**src/rtl/regfile_write_arbiter.sv**
```systemverilog
// Round-robin arbiter for the register file write port, with a zero-fill sequence after reset or init_req.
// Optional macro REGFILE_ZERO_HARDWIRE_EN: granted writes to address 0 are dropped (rf_op=0).
module regfile_write_arbiter #(
   parameter int NUM_REQ = 4,
   parameter int ADDR_W  = 5,
   parameter int DATA_W  = 32
) (
   input  logic                       clk,
   input  logic                       clr_n,
   input  logic                       init_req,
   input  logic [NUM_REQ-1:0]         req,
   input  logic [NUM_REQ*ADDR_W-1:0]  wr_addr,
   input  logic [NUM_REQ*DATA_W-1:0]  wr_data,
   output logic [NUM_REQ-1:0]         gnt,
   output logic [ADDR_W-1:0]          rf_writereg,
   output logic                       rf_op,
   output logic [DATA_W-1:0]          rf_data_in,
   output logic                       init_busy
);

   localparam int PTR_W = $clog2(NUM_REQ);
   localparam logic [PTR_W:0]    NUM_REQ_P = (PTR_W+1)'(NUM_REQ);
   localparam logic [ADDR_W-1:0] CNT_MAX   = {ADDR_W{1'b1}};

   typedef enum logic {S_INIT = 1'b0, S_RUN = 1'b1} state_t;

   state_t               r_state, w_state_nxt;
   logic [ADDR_W-1:0]    r_cnt, w_cnt_nxt;
   logic [PTR_W-1:0]     r_ptr, w_ptr_nxt;
   logic [NUM_REQ-1:0]   r_gnt, w_gnt_nxt;
   logic                 r_op, w_op_nxt;
   logic [ADDR_W-1:0]    r_addr, w_addr_nxt;
   logic [DATA_W-1:0]    r_data, w_data_nxt;
   logic                 r_busy, w_busy_nxt;

   logic [NUM_REQ-1:0]   w_elig;
   logic [2*NUM_REQ-1:0] w_rot;
   logic                 w_found;
   logic [PTR_W-1:0]     w_off, w_win, w_ptr_adv;
   logic [PTR_W:0]       w_sum, w_win_ext, w_adv_ext;
   logic [NUM_REQ-1:0]   w_onehot;
   logic [ADDR_W-1:0]    w_sel_addr;
   logic [DATA_W-1:0]    w_sel_data;
   logic                 w_grant_op;

   // Round-robin search: rotate eligible set so the pointer sits at bit 0, take the lowest set bit.
   always_comb begin
      w_elig     = req & ~r_gnt;
      w_rot      = {w_elig, w_elig} >> r_ptr;
      w_found    = 1'b0;
      w_off      = {PTR_W{1'b0}};
      for (int k = NUM_REQ - 1; k >= 0; k--) begin
         w_found = w_found | w_rot[k];
         w_off   = w_rot[k] ? PTR_W'(k) : w_off;
      end
      w_sum      = {1'b0, r_ptr} + {1'b0, w_off};
      w_win_ext  = (w_sum >= NUM_REQ_P) ? (w_sum - NUM_REQ_P) : w_sum;
      w_win      = w_win_ext[PTR_W-1:0];
      w_adv_ext  = {1'b0, w_win} + (PTR_W+1)'(1);
      w_ptr_adv  = (w_adv_ext >= NUM_REQ_P) ? {PTR_W{1'b0}} : w_adv_ext[PTR_W-1:0];
      w_onehot   = {{(NUM_REQ-1){1'b0}}, 1'b1} << w_win;
      w_sel_addr = {ADDR_W{1'b0}};
      w_sel_data = {DATA_W{1'b0}};
      for (int k = 0; k < NUM_REQ; k++) begin
         w_sel_addr = (PTR_W'(k) == w_win) ? wr_addr[k*ADDR_W +: ADDR_W] : w_sel_addr;
         w_sel_data = (PTR_W'(k) == w_win) ? wr_data[k*DATA_W +: DATA_W] : w_sel_data;
      end
   end

`ifdef REGFILE_ZERO_HARDWIRE_EN
   assign w_grant_op = (w_sel_addr != {ADDR_W{1'b0}});
`else
   assign w_grant_op = 1'b1;
`endif

   // Next-state and next-output logic for the INIT/RUN sequencer.
   always_comb begin
      w_state_nxt = r_state;
      w_cnt_nxt   = r_cnt;
      w_ptr_nxt   = r_ptr;
      w_gnt_nxt   = {NUM_REQ{1'b0}};
      w_op_nxt    = 1'b0;
      w_addr_nxt  = r_addr;
      w_data_nxt  = r_data;
      w_busy_nxt  = r_busy;
      case (r_state)
         S_INIT: begin
            w_op_nxt   = 1'b1;
            w_addr_nxt = r_cnt;
            w_data_nxt = {DATA_W{1'b0}};
            w_busy_nxt = 1'b1;
            if (r_cnt == CNT_MAX) begin
               w_cnt_nxt   = {ADDR_W{1'b0}};
               w_state_nxt = S_RUN;
            end else begin
               w_cnt_nxt   = r_cnt + ADDR_W'(1);
            end
         end
         S_RUN: begin
            w_busy_nxt = 1'b0;
            // init_req wins over any grant this edge; the request stays pending.
            if (init_req) begin
               w_state_nxt = S_INIT;
               w_cnt_nxt   = {ADDR_W{1'b0}};
               w_busy_nxt  = 1'b1;
            end else if (w_found) begin
               w_gnt_nxt  = w_onehot;
               w_op_nxt   = w_grant_op;
               w_addr_nxt = w_sel_addr;
               w_data_nxt = w_sel_data;
               w_ptr_nxt  = w_ptr_adv;
            end else begin
               w_gnt_nxt  = {NUM_REQ{1'b0}};
               w_op_nxt   = 1'b0;
            end
         end
         default: begin
            w_state_nxt = S_INIT;
            w_cnt_nxt   = {ADDR_W{1'b0}};
            w_busy_nxt  = 1'b1;
         end
      endcase
   end

   // State and output registers.
   always_ff @(posedge clk or negedge clr_n) begin
      if (!clr_n) begin
         r_state <= S_INIT;
         r_cnt   <= {ADDR_W{1'b0}};
         r_ptr   <= {PTR_W{1'b0}};
         r_gnt   <= {NUM_REQ{1'b0}};
         r_op    <= 1'b0;
         r_addr  <= {ADDR_W{1'b0}};
         r_data  <= {DATA_W{1'b0}};
         r_busy  <= 1'b1;
      end else begin
         r_state <= w_state_nxt;
         r_cnt   <= w_cnt_nxt;
         r_ptr   <= w_ptr_nxt;
         r_gnt   <= w_gnt_nxt;
         r_op    <= w_op_nxt;
         r_addr  <= w_addr_nxt;
         r_data  <= w_data_nxt;
         r_busy  <= w_busy_nxt;
      end
   end

   assign gnt         = r_gnt;
   assign rf_op       = r_op;
   assign rf_writereg = r_addr;
   assign rf_data_in  = r_data;
   assign init_busy   = r_busy;

endmodule

```
**config.mk**
```make
export PLATFORM = sky130hd
export DESIGN_NAME = regfile_write_arbiter
export DESIGN_NICKNAME = d
export VERILOG_FILES = /design/src/rtl/regfile_write_arbiter.sv
export SDC_FILE = /design/constraint.sdc
export NUM_CORES = 1
export LEC_CHECK = 0
export BUFFER_PORTS_ARGS = -buffer_cell sky130_fd_sc_hd__buf_4
export CELL_PAD_IN_SITES_DETAIL_PLACEMENT = 0
export CELL_PAD_IN_SITES_GLOBAL_PLACEMENT = 1
export CORE_UTILIZATION = 33
export CTS_BUF_LIST = sky130_fd_sc_hd__clkbuf_4
export CTS_CLUSTER_SIZE = 20
export DETAILED_ROUTE_END_ITERATION = 16
export GPL_TIMING_DRIVEN = 1
export PLACE_DENSITY_LB_ADDON = 0.08
export SYNTH_ARGS = -nofsm -noshare
export SYNTH_HDL_FRONTEND = slang
export SYNTH_SLANG_ARGS = --single-unit
export TNS_END_PERCENT = 30
```
**constraint.sdc**
```tcl
create_clock -name clk -period 5.3 [get_ports clk]
set_input_delay 0 -clock clk [delete_from_list [all_inputs] [get_ports clk]]
set_output_delay 0 -clock clk [all_outputs]
set_load 0.01 [all_outputs]
```
==> results of run 1 <==
sequential cells by signal, summed over array words and instances, names as in the netlist:
signal and count:
rf_writereg 5, rf_data_in 32, gnt 4, rf_op 1, init_busy 1, r_state 1
r_cnt 5, r_ptr 2
placed cells by master (no fill, tap or decap), drive strengths merged, types with 6 or more instances in the layout:
cell	n
buf	202
dfrtp	50
nor2	43
a21oi	35
a221oi	35
nor3	33
dlygate4sd3	33
o2bb2ai	32
inv	14
nand2	12
o21ai	10
ha	7
clkbuf	6
area by class of cell:
cell class / count / area share (%)
timing repair buffer: 235 / 36.9
sequential: 51 / 25.5
multi-input combinational: 250 / 32.7
inverter: 14 / 1.10
tap: 111 / 2.77
clock inverter: 2 / 0.175
clock buffer: 6 / 0.899
power groups by stage:
stage | Sequential (mW) | Combinational, mW | Clock [mW]
after floorplan | 0.521 | 1.51 | 0
after global routing | 0.538 | 2.25 | 0.203
final | 0.528 | 1.99 | 0.178
after global placement | 0.532 | 1.95 | 0
after CTS | 0.528 | 2.00 | 0.188
after detailed placement | 0.534 | 1.97 | 0
kinds of logic after synthesis:
logic type	synth area share, %
AO/OA/AOI/OAI	31.1
XOR/XNOR	1.12
adder cells (fa/ha/maj)	2.81
buffers and inverters	7.11
multiplexers	2.13
AND/OR/NAND/NOR	14.8
flip-flops	41.0
worst reg2reg max path, stage by stage, from the launching register on:
cell       delay [ns]
dfrtp_1          0.41
nand2b_1         0.21
nand2_1          0.19
nor3b_1          0.21
a21oi_1          0.06
o21ai_0          0.12
ha_1             0.25
xor2_1           0.22
ha_1             0.18
buf_4            0.38
inv_1            0.43
buf_4            0.34
nor2_1           0.15
nor3_1           0.07
a21oi_1          0.16
o2bb2ai_1        0.09
path summary, 6_finish.rpt:
path | end | cells after the start | slack, ns | startpoint
min reg2reg | rf_data_in[12] | 1 | 0.51 | rf_data_in[12]
max | rf_data_in[19] | 15 | 1.70 | gnt[1]
max reg2reg | rf_data_in[19] | 15 | 1.70 | gnt[1]
min in group asynchronous | rf_writereg[0] | 2 | 0.18 | clr_n
max in group asynchronous | rf_data_in[25] | 2 | 4.63 | clr_n
min | rf_data_in[12] | 4 | 0.05 | wr_data[76]
layer usage:
metal,up-vias,GRT usage (%),share of wire (%)
met3,11,3.94,6.4
met1,1682,27.8,41
met4,0,5.20,1.3
met5,-,0,0
met2,143,40.1,51
li1,1734,-,-
per-stage QoR:
stage | cells | hold slack [ns] | cell area [µm²]
2_1_floorplan | 350 | -0.296 | 3120
5_1_grt | 669 | 0.0628 | 5010
3_3_place_gp | 628 | 0.0908 | 4630
6_report | 669 | 0.0545 | 5010
3_5_place_dp | 628 | 0.0982 | 4630
4_1_cts | 669 | 0.0412 | 5010
repair_timing:
item | 4_1_cts | 5_1_grt
hold endpoints to repair | 82 | 0
hold buffers | 33 | 0
gates resized for setup | 0 | 0
endpoints found under the setup margin | 0 | 0
==> impl_metrics.csv, run 1 <==
group,metric,value,unit
run_status,status,"finished clean",
critical_path,crit_chain,"nand2b_1 -> nand2_1 -> nor3b_1 -> a21oi_1 -> o21ai_0 -> ha_1 -> xor2_1 -> ha_1 -> buf_4 -> inv_1 -> buf_4 -> nor2_1 -> nor3_1 -> a21oi_1 -> o2bb2ai_1",
critical_path,startpoint_type,"register",
clock_tree,post-cts-setup-buffer-count,0,
sta,worst_slack,1.70,ns
sta,period_share,68.0,%
grt,grt_pass1_vias,3532,
yosys,syn_nets,512,
critical_path,crit_slowest_cell,"dfrtp_1",
clock_tree,cts_made_buffers,5,
grt,grt-ovfl-total,0,
cells_and_area,multi_input_area,0.00164,mm²
pwr,vdd_drop_max,0.000256,V
clock_tree,root_buffer,"clkbuf_4",
sta,slew_headroom,26.0,%
placed_design,hpwl,7670,µm
yosys,synth.distinct_cells,41,
yosys,seq_area_frac_synth,41.0,%
cells_and_area,utilization,54.5,%
cells_and_area,insertedDiodeCount,0,
sta,period_needed,3.60,ns
critical_path,critPathMaxFanout,38,
critical_path,cpPeakStageDelay,0.41,ns
yosys,yosysTopAreaCellShare,40.1,%
clock_tree,cts_buffer_depth,2,
pwr,power_density,538,mW/mm²
yosys,ys_ff_latch,51,
sta,tns,0,ns
grt,grt_max_degree,52,
clock_tree,clkLatencyLatePin,0.37,ns
sta,worstMarginPinSlew,1.11,ns
pwr,comb_power_share,73.8,%
sta,rsz0062_at_grt,"no",
pwr,clockPowerShare,6.6,%
sta,finalSetupViolCount,0,
placed_design,gp_congestion,0.872,
route,route.detailed.drc,0,
pwr,p_switching,1.36,mW
critical_path,cp-end-kind,"register",
route,post_drt_wl_per_cell,16.5,µm
critical_path,path_delay_family,"buffers and inverters",
clock_tree,cts_sinks,51,
critical_path,cp_num_buf_inv,3,
placed_design,post-place-ws,1.75,ns
floorplan,initial_core_util,33.9,%
yosys,yosysWarnings,0,
flow_run,maxCapViolations,0,
sta,hold_viol,0,
cells_and_area,regArea,0.00128,mm²
route,ant_nets,0,
yosys,ys.flop_type,"dfrtp_1",
yosys,synthesis.area,0.00312,mm²
yosys,async_flop_share,100,%
pwr,swShare,50.4,%
pwr,p_int,1.34,mW
clock_tree,cts_tree,"done",
floorplan,io_pins,198,
yosys,synthCells,350,
critical_path,crit_type,"register to register",
sta,skew,0.0240,ns
pwr,p_leak,2.38,nW
yosys,synth_most_common_cell,"dfrtp_1",
placed_design,port_buffers,197,
cells_and_area,area_growth,60.8,%
floorplan,std_cell_rows,35,
route,first_pass_iters,4,
route,vias,3570,
route,via_per_inst,5.34,
yosys,netlist_top_cells_count,"50 x dfrtp_1, 43 x nor2_1, 35 x a21oi_1, 35 x a221oi_1, 33 x nor3_1",
route,wl,11000,µm
yosys,synth_edf_count,0,
yosys,yosys.area.top_type,"dfrtp_1",
grt,grt_pass1_wl,17400,µm
cells_and_area,layout-drive-gt1-share,38.7,%
floorplan,dieWidth,99.2,µm
min_path,hold_path_class,"input pin to register",
sta,fmax,0.277,GHz
pwr,seqPwrFrac,19.6,%
grt,antenna_found_initial,0,
route,first_iter_violations,129,
clock_tree,cts.clk_slew.worst_paths,0.16,ns
yosys,syn_area_per_cell,8.90,µm²
critical_path,arrival,3.82,ns
cells_and_area,nets,719,
floorplan,core-area,0.00920,mm²
clock_tree,h-tree-depth,2,
yosys,ys_top_cells_by_area,"dfrtp_1 40%, a221oi_1 9.8%, o2bb2ai_1 9.0%",
grt,track_usage,22.3,%
sta,slew_viol_final,0,
pwr,power,2.70,mW
critical_path,required,5.52,ns
floorplan,die_h,99.2,µm
cells_and_area,fill_cells,869,
floorplan,die_area,0.00984,mm²
Note: power is estimated with default switching activity, not from simulation.
==> run 2: changes to the inputs <==
- CORE_UTILIZATION: 33 -> 28
- clock period: 5.3 -> 3.14 ns (I/O delays scaled with it)
==> run 2 against run 1 <==
Global-route usage decreased by 1.7 points. Core utilization decreased by 5.9 points. Total power increased by 92%. Critical endpoint is now rf_writereg[0].
==> impl_metrics.csv, run 2 (same netlist as run 1, synthesis figures left out) <==
group,metric,value,unit
run_status,status,"finished clean",
sta,skew,0.0162,ns
critical_path,arrival,3.28,ns
route,route.detailed.drc,0,
grt,track_usage,20.6,%
route,wl,11900,µm
floorplan,core-area,0.0108,mm²
clock_tree,root_buffer,"clkbuf_4",
cells_and_area,largest_register_ffs,32,
sta,slew_viol_final,0,
clock_tree,cts_buffer_depth,2,
critical_path,cpPeakStageDelay,0.56,ns
floorplan,std_cell_rows,38,
route,post_drt_wl_per_cell,16.8,µm
sta,worstMarginPinSlew,0.683,ns
critical_path,crit_slowest_cell,"o31ai_1",
route,first_iter_violations,161,
critical_path,critPathMaxFanout,8,
sta,finalSetupViolCount,0,
cells_and_area,multi_input_area,0.00169,mm²
floorplan,die_h,108,µm
cells_and_area,layout-drive-gt1-share,41.5,%
flow_run,maxCapViolations,0,
critical_path,reg2reg_depth,12,
cells_and_area,regArea,0.00128,mm²
sta,slew_headroom,54.5,%
cells_and_area,area_growth,68.8,%
grt,grt_pass1_wl,18500,µm
pwr,vdd_drop_max,0.000564,V
grt,grt-ovfl-total,0,
critical_path,timing.rr.end,"rf_writereg[0]",
route,ant_nets,0,
placed_design,post-place-ws,0.127,ns
placed_design,hpwl,8460,µm
min_path,hold_path_class,"input pin to register",
route,wl_met2,6090,µm
clock_tree,cts_made_buffers,5,
critical_path,path_delay_family,"compound AO/OA/AOI/OAI gates",
floorplan,dieWidth,108,µm
grt,grt_max_degree,52,
clock_tree,h-tree-depth,2,
cells_and_area,nets,730,
grt,antenna_found_initial,0,
floorplan,initial_core_util,28.8,%
critical_path,crit_chain,"nand2b_1 -> nand2_1 -> a22oi_1 -> o31ai_1 -> xnor2_2 -> ha_1 -> nor2b_4 -> buf_4 -> a221o_1 -> o211ai_1 -> a31oi_1 -> mux2_4",
critical_path,reg2reg_slack,0.12,ns
placed_design,gp_congestion,0.807,
sta,period_needed,3.02,ns
pwr,power_density,983,mW/mm²
placed_design,port_buffers,197,
route,highest_layer,"met4",
sta,hold_viol,0,
min_path,min_from,"wr_addr[17]",
critical_path,cp_num_buf_inv,1,
route,first_pass_iters,4,
cells_and_area,fill_cells,1065,
critical_path,crit_type,"register to register",
cells_and_area,insertedDiodeCount,0,
placed_design,dpl_cell_area,0.00477,mm²
route,vias,3573,
sta,period_share,96.2,%
floorplan,die_area,0.0116,mm²
floorplan,io_pins,198,
critical_path,cp-end-kind,"register",
sta,worst_slack,0.118,ns
critical_path,required,3.40,ns
clock_tree,cts.clk_slew.worst_paths,0.14,ns
critical_path,startpoint_type,"register",
grt,grt_pass1_vias,3578,
cells_and_area,layout.cells.non_filler,709,
min_path,hold_path_end,"rf_writereg[2]",
placed_design,dpl.cell_count,664,
clock_tree,cts_tree,"done",
route,wl_met1,4870,µm
clock_tree,cts_sinks,51,
clock_tree,clkLatencyLatePin,0.37,ns
cells_and_area,layout_common_cells,"206 x buf_4, 50 x dfrtp_1, 43 x nor2_1",
route,via_per_inst,5.04,
pwr,p_leak,2.47,nW
cells_and_area,fin_area,0.00526,mm²
sta,fmax,0.331,GHz
route,wl_met3,793,µm
critical_path,r2r-start,"gnt[0]",
cells_and_area,final_common_cell,"buf_4",
min_path,holdPathStages,5,
==> run 2: cell count changes in the layout (fill, tap and decap cells not counted), moves of 3 or more <==
cell | before | now
ha_1 | 6 | 3
buf_12 | 0 | 4
o311ai_1 | 0 | 4
buf_4 | 202 | 206
o311ai_0 | 4 | 0
==> run 2: area by class of cell <==
class	count	area share, %
Timing Repair Buffer	246	38.2
Multi-Input combinational cell	250	32.1
Sequential cell	51	24.3
Tap cell	140	3.33
Inverter	14	1.05
Clock buffer	6	0.856
Clock inverter	2	0.166
==> run 2: report_power, final <==
| group | switching (mW) | leakage, nW | internal, mW | total [mW] |
|---|---|---|---|---|
| clock network | 0.210 | 0.0331 | 0.0935 | 0.304 |
| registers | 0.121 | 0.680 | 0.771 | 0.892 |
| logic | 2.13 | 1.75 | 1.84 | 3.98 |
==> run 2: through the flow <==
step / total power, mW / util, % / TNS (ns) / hold WS, ns
finish: 5.17 / 48.5 / 0 / 0.0422
detailed placement: 4.52 / 44.0 / 0 / 0.0869
CTS: 4.89 / 47.6 / 0 / 0.0296
floorplan: 3.43 / - / 0 / -0.296
global route: 5.73 / 48.5 / -0.143 / 0.0622
global placement: 4.52 / 44.0 / 0 / 0.0942
==> run 2: metal layers <==
layer,up-vias,GRT usage (%)
met1,1669,26.0
li1,1760,-
met4,0,4.40
met2,136,36.1
met5,-,0
met3,8,4.30
==> run 2: worst reg2reg max path, cell delays in order (launching register included) <==
cell and delay (ns):
dfrtp_1 0.44, nand2b_1 0.22, nand2_1 0.11, a22oi_1 0.07
o31ai_1 0.56, xnor2_2 0.18, ha_1 0.26, nor2b_4 0.17
buf_4 0.14, a221o_1 0.29, o211ai_1 0.10, a31oi_1 0.11
mux2_4 0.28
==> run 2: repair_timing <==
action | 4_1_cts | 5_1_grt
hold buffers | 33 | 0
endpoints found under the setup margin | 0 | 34
hold endpoints to repair | 82 | 0
resized for setup | 0 | 18
setup buffers | 0 | 3
==> run 2: worst max path at each step <==
stage	cells after the start	from	slack (ns)	endpoint
2_1_floorplan	12	gnt[2]	0.45	rf_writereg[0]
3_3_place_gp	14	gnt[0]	0.20	rf_data_in[23]
3_5_place_dp	13	gnt[1]	0.13	rf_writereg[4]
4_1_cts	13	gnt[1]	0.10	rf_writereg[4]
5_1_grt	12	gnt[0]	-0.05	rf_writereg[0]
6_report	12	gnt[0]	0.12	rf_writereg[0]
==> run 3: changes to the inputs <==
- BUFFER_PORTS_ARGS: -buffer_cell sky130_fd_sc_hd__buf_4 -> unset
- CORE_ASPECT_RATIO: unset -> 1.5
- CORE_UTILIZATION: 28 -> 34
- DONT_BUFFER_PORTS: unset -> 1
==> run 3 against run 2 <==
Sequential cell count unchanged. Total power down 9.6%. Combinational power down 14%. Clock-buffer cell count down 1. Non-clock buffer count down 147. Hold slack worse by 0.0079 ns. Critical endpoint is now rf_data_in[12]. Largest cell class is now multi-input gates.
==> impl_metrics.csv, run 3 (same netlist as run 1, synthesis figures left out) <==
group,metric,value,unit
pwr,p_leak,1.69,nW
grt,antenna_found_initial,0,
clock_tree,h-tree-depth,2,
placed_design,port_buffers,0,
sta,worstMarginPinSlew,0.565,ns
critical_path,critPathMaxFanout,7,
cells_and_area,nets,583,
grt,track_usage,21.6,%
floorplan,die_area,0.00956,mm²
clock_tree,clkLatencyLatePin,0.39,ns
pwr,vdd_drop_max,0.000649,V
route,wl,10400,µm
cells_and_area,multi_input_area,0.00168,mm²
route,post_drt_wl_per_cell,19.6,µm
floorplan,initial_core_util,35.1,%
critical_path,cpPeakStageDelay,0.56,ns
grt,grt_pass1_vias,3146,
route,first_iter_violations,145,
cells_and_area,largest_register_ffs,32,
route,vias,3168,
critical_path,crit_chain,"and2b_1 -> o311a_1 -> o21ai_1 -> ha_2 -> xnor2_2 -> ha_2 -> buf_4 -> a21oi_1 -> o21ai_0 -> dlygate4sd3_1 -> a22oi_1 -> o2bb2ai_1",
route,route.detailed.drc,0,
sta,worst_slack,0.203,ns
pwr,power_density,1120,mW/mm²
floorplan,io_pins,198,
critical_path,reg2reg_depth,12,
flow_run,maxCapViolations,0,
route,via_per_inst,5.95,
clock_tree,cts.clk_slew.worst_paths,0.16,ns
sta,finalSetupViolCount,0,
sta,whs,0.0343,ns
sta,slew_headroom,62.3,%
cells_and_area,layout_common_cells,"76 x dlygate4sd3_1, 50 x dfrtp_1, 43 x nor2_1",
floorplan,core-area,0.00888,mm²
grt,grt_pass1_wl,15800,µm
critical_path,crit_type,"register to register",
placed_design,gp_congestion,0.749,
critical_path,crit_slowest_cell,"dlygate4sd3_1",
cells_and_area,area_growth,33.7,%
sta,period_needed,2.94,ns
clock_tree,cts_tree,"done",
sta,fmax,0.340,GHz
clock_tree,root_buffer,"clkbuf_4",
critical_path,cp-end-kind,"register",
cells_and_area,final_common_cell,"dlygate4sd3_1",
floorplan,std_cell_rows,42,
critical_path,required,3.43,ns
sta,hold_viol,0,
sta,tns,0,ns
cells_and_area,insertedDiodeCount,0,
sta,slew_viol_final,0,
sta,rsz0062_at_grt,"no",
grt,grt-ovfl-total,0,
grt,grt_max_degree,56,
sta,skew,0.0208,ns
cells_and_area,utilization,46.9,%
clock_tree,cts_buffer_depth,2,
run_status,status,"finished clean",
clock_tree,cts_sinks,51,
cells_and_area,regArea,0.00128,mm²
floorplan,die_h,119,µm
floorplan,dieWidth,80.2,µm
min_path,holdPathStages,4,
critical_path,arrival,3.22,ns
critical_path,crit_top_cell,"ha_2",
route,first_pass_iters,4,
placed_design,post-place-ws,0.119,ns
critical_path,startpoint_type,"register",
cells_and_area,fill_cells,854,
placed_design,hpwl,6940,µm
route,ant_nets,0,
cells_and_area,layout-drive-gt1-share,10.9,%
sta,period_share,93.5,%
min_path,hold_path_class,"input pin to register",
clock_tree,cts_made_buffers,5,
## run 3: where the power goes
part,switching [mW],internal (mW),total (mW),leakage (nW)
logic,1.96,1.48,3.44,0.984
clock network,0.221,0.0827,0.304,0.0263
registers,0.161,0.771,0.932,0.680
total,2.34,2.34,4.67,1.69
## run 3: area by class of cell
class	count	area share (%)
Sequential cell	51	30.7
Inverter	14	1.32
Clock inverter	3	0.360
Multi-Input combinational cell	250	40.3
Timing Repair Buffer	99	23.2
Clock buffer	5	0.901
Tap cell	110	3.30
## run 3: routing by layer
| metal | wire length [µm] | vias up | global-route usage, % |
|---|---|---|---|
| li1 | - | 1471 | - |
| met1 | 4200 | 1515 | 24.5 |
| met2 | 5380 | 159 | 39.2 |
| met3 | 570 | 23 | 3.83 |
| met4 | 248 | 0 | 8.26 |
| met5 | 0 | - | 0 |
## run 3: path summary, 6_finish.rpt
kind / from / endpoint / slack [ns]
min in group asynchronous: clr_n / r_cnt[4] / 0.15
max in group asynchronous: clr_n / init_busy / 2.72
setup reg to reg: gnt[2] / rf_data_in[12] / 0.20
hold / removal: wr_data[73] / rf_data_in[9] / 0.03
hold reg to reg: r_cnt[4] / r_cnt[4] / 0.55
setup / recovery: gnt[2] / rf_data_in[12] / 0.20
## run 3: worst max-delay path: cells and delay by family, from the launching register on
family	cells	cell delay, ns
and+or+nand+nor	1	0.22
AOI/OAI and AO/OA	6	0.96
buffers and inverters	2	0.72
xor gates and xnor gates	1	0.09
adders and majority gates	2	0.46
DFF	1	0.39
## run 3: stage by stage
step | instances | power (mW) | cell area, µm²
5_1_grt | 532 | 5.14 | 4170
2_1_floorplan | 350 | 3.43 | 3120
4_1_cts | 529 | 4.65 | 4110
6_report | 532 | 4.67 | 4170
3_5_place_dp | 445 | 4.21 | 3270
3_3_place_gp | 445 | 4.18 | 3270
## run 3: what timing repair did
item                       CTS  global route
gates resized for setup      0            12
buffers inserted             0             2
hold endpoints to repair    88             1
setup endpoints to repair    0            16
hold buffers                76             1
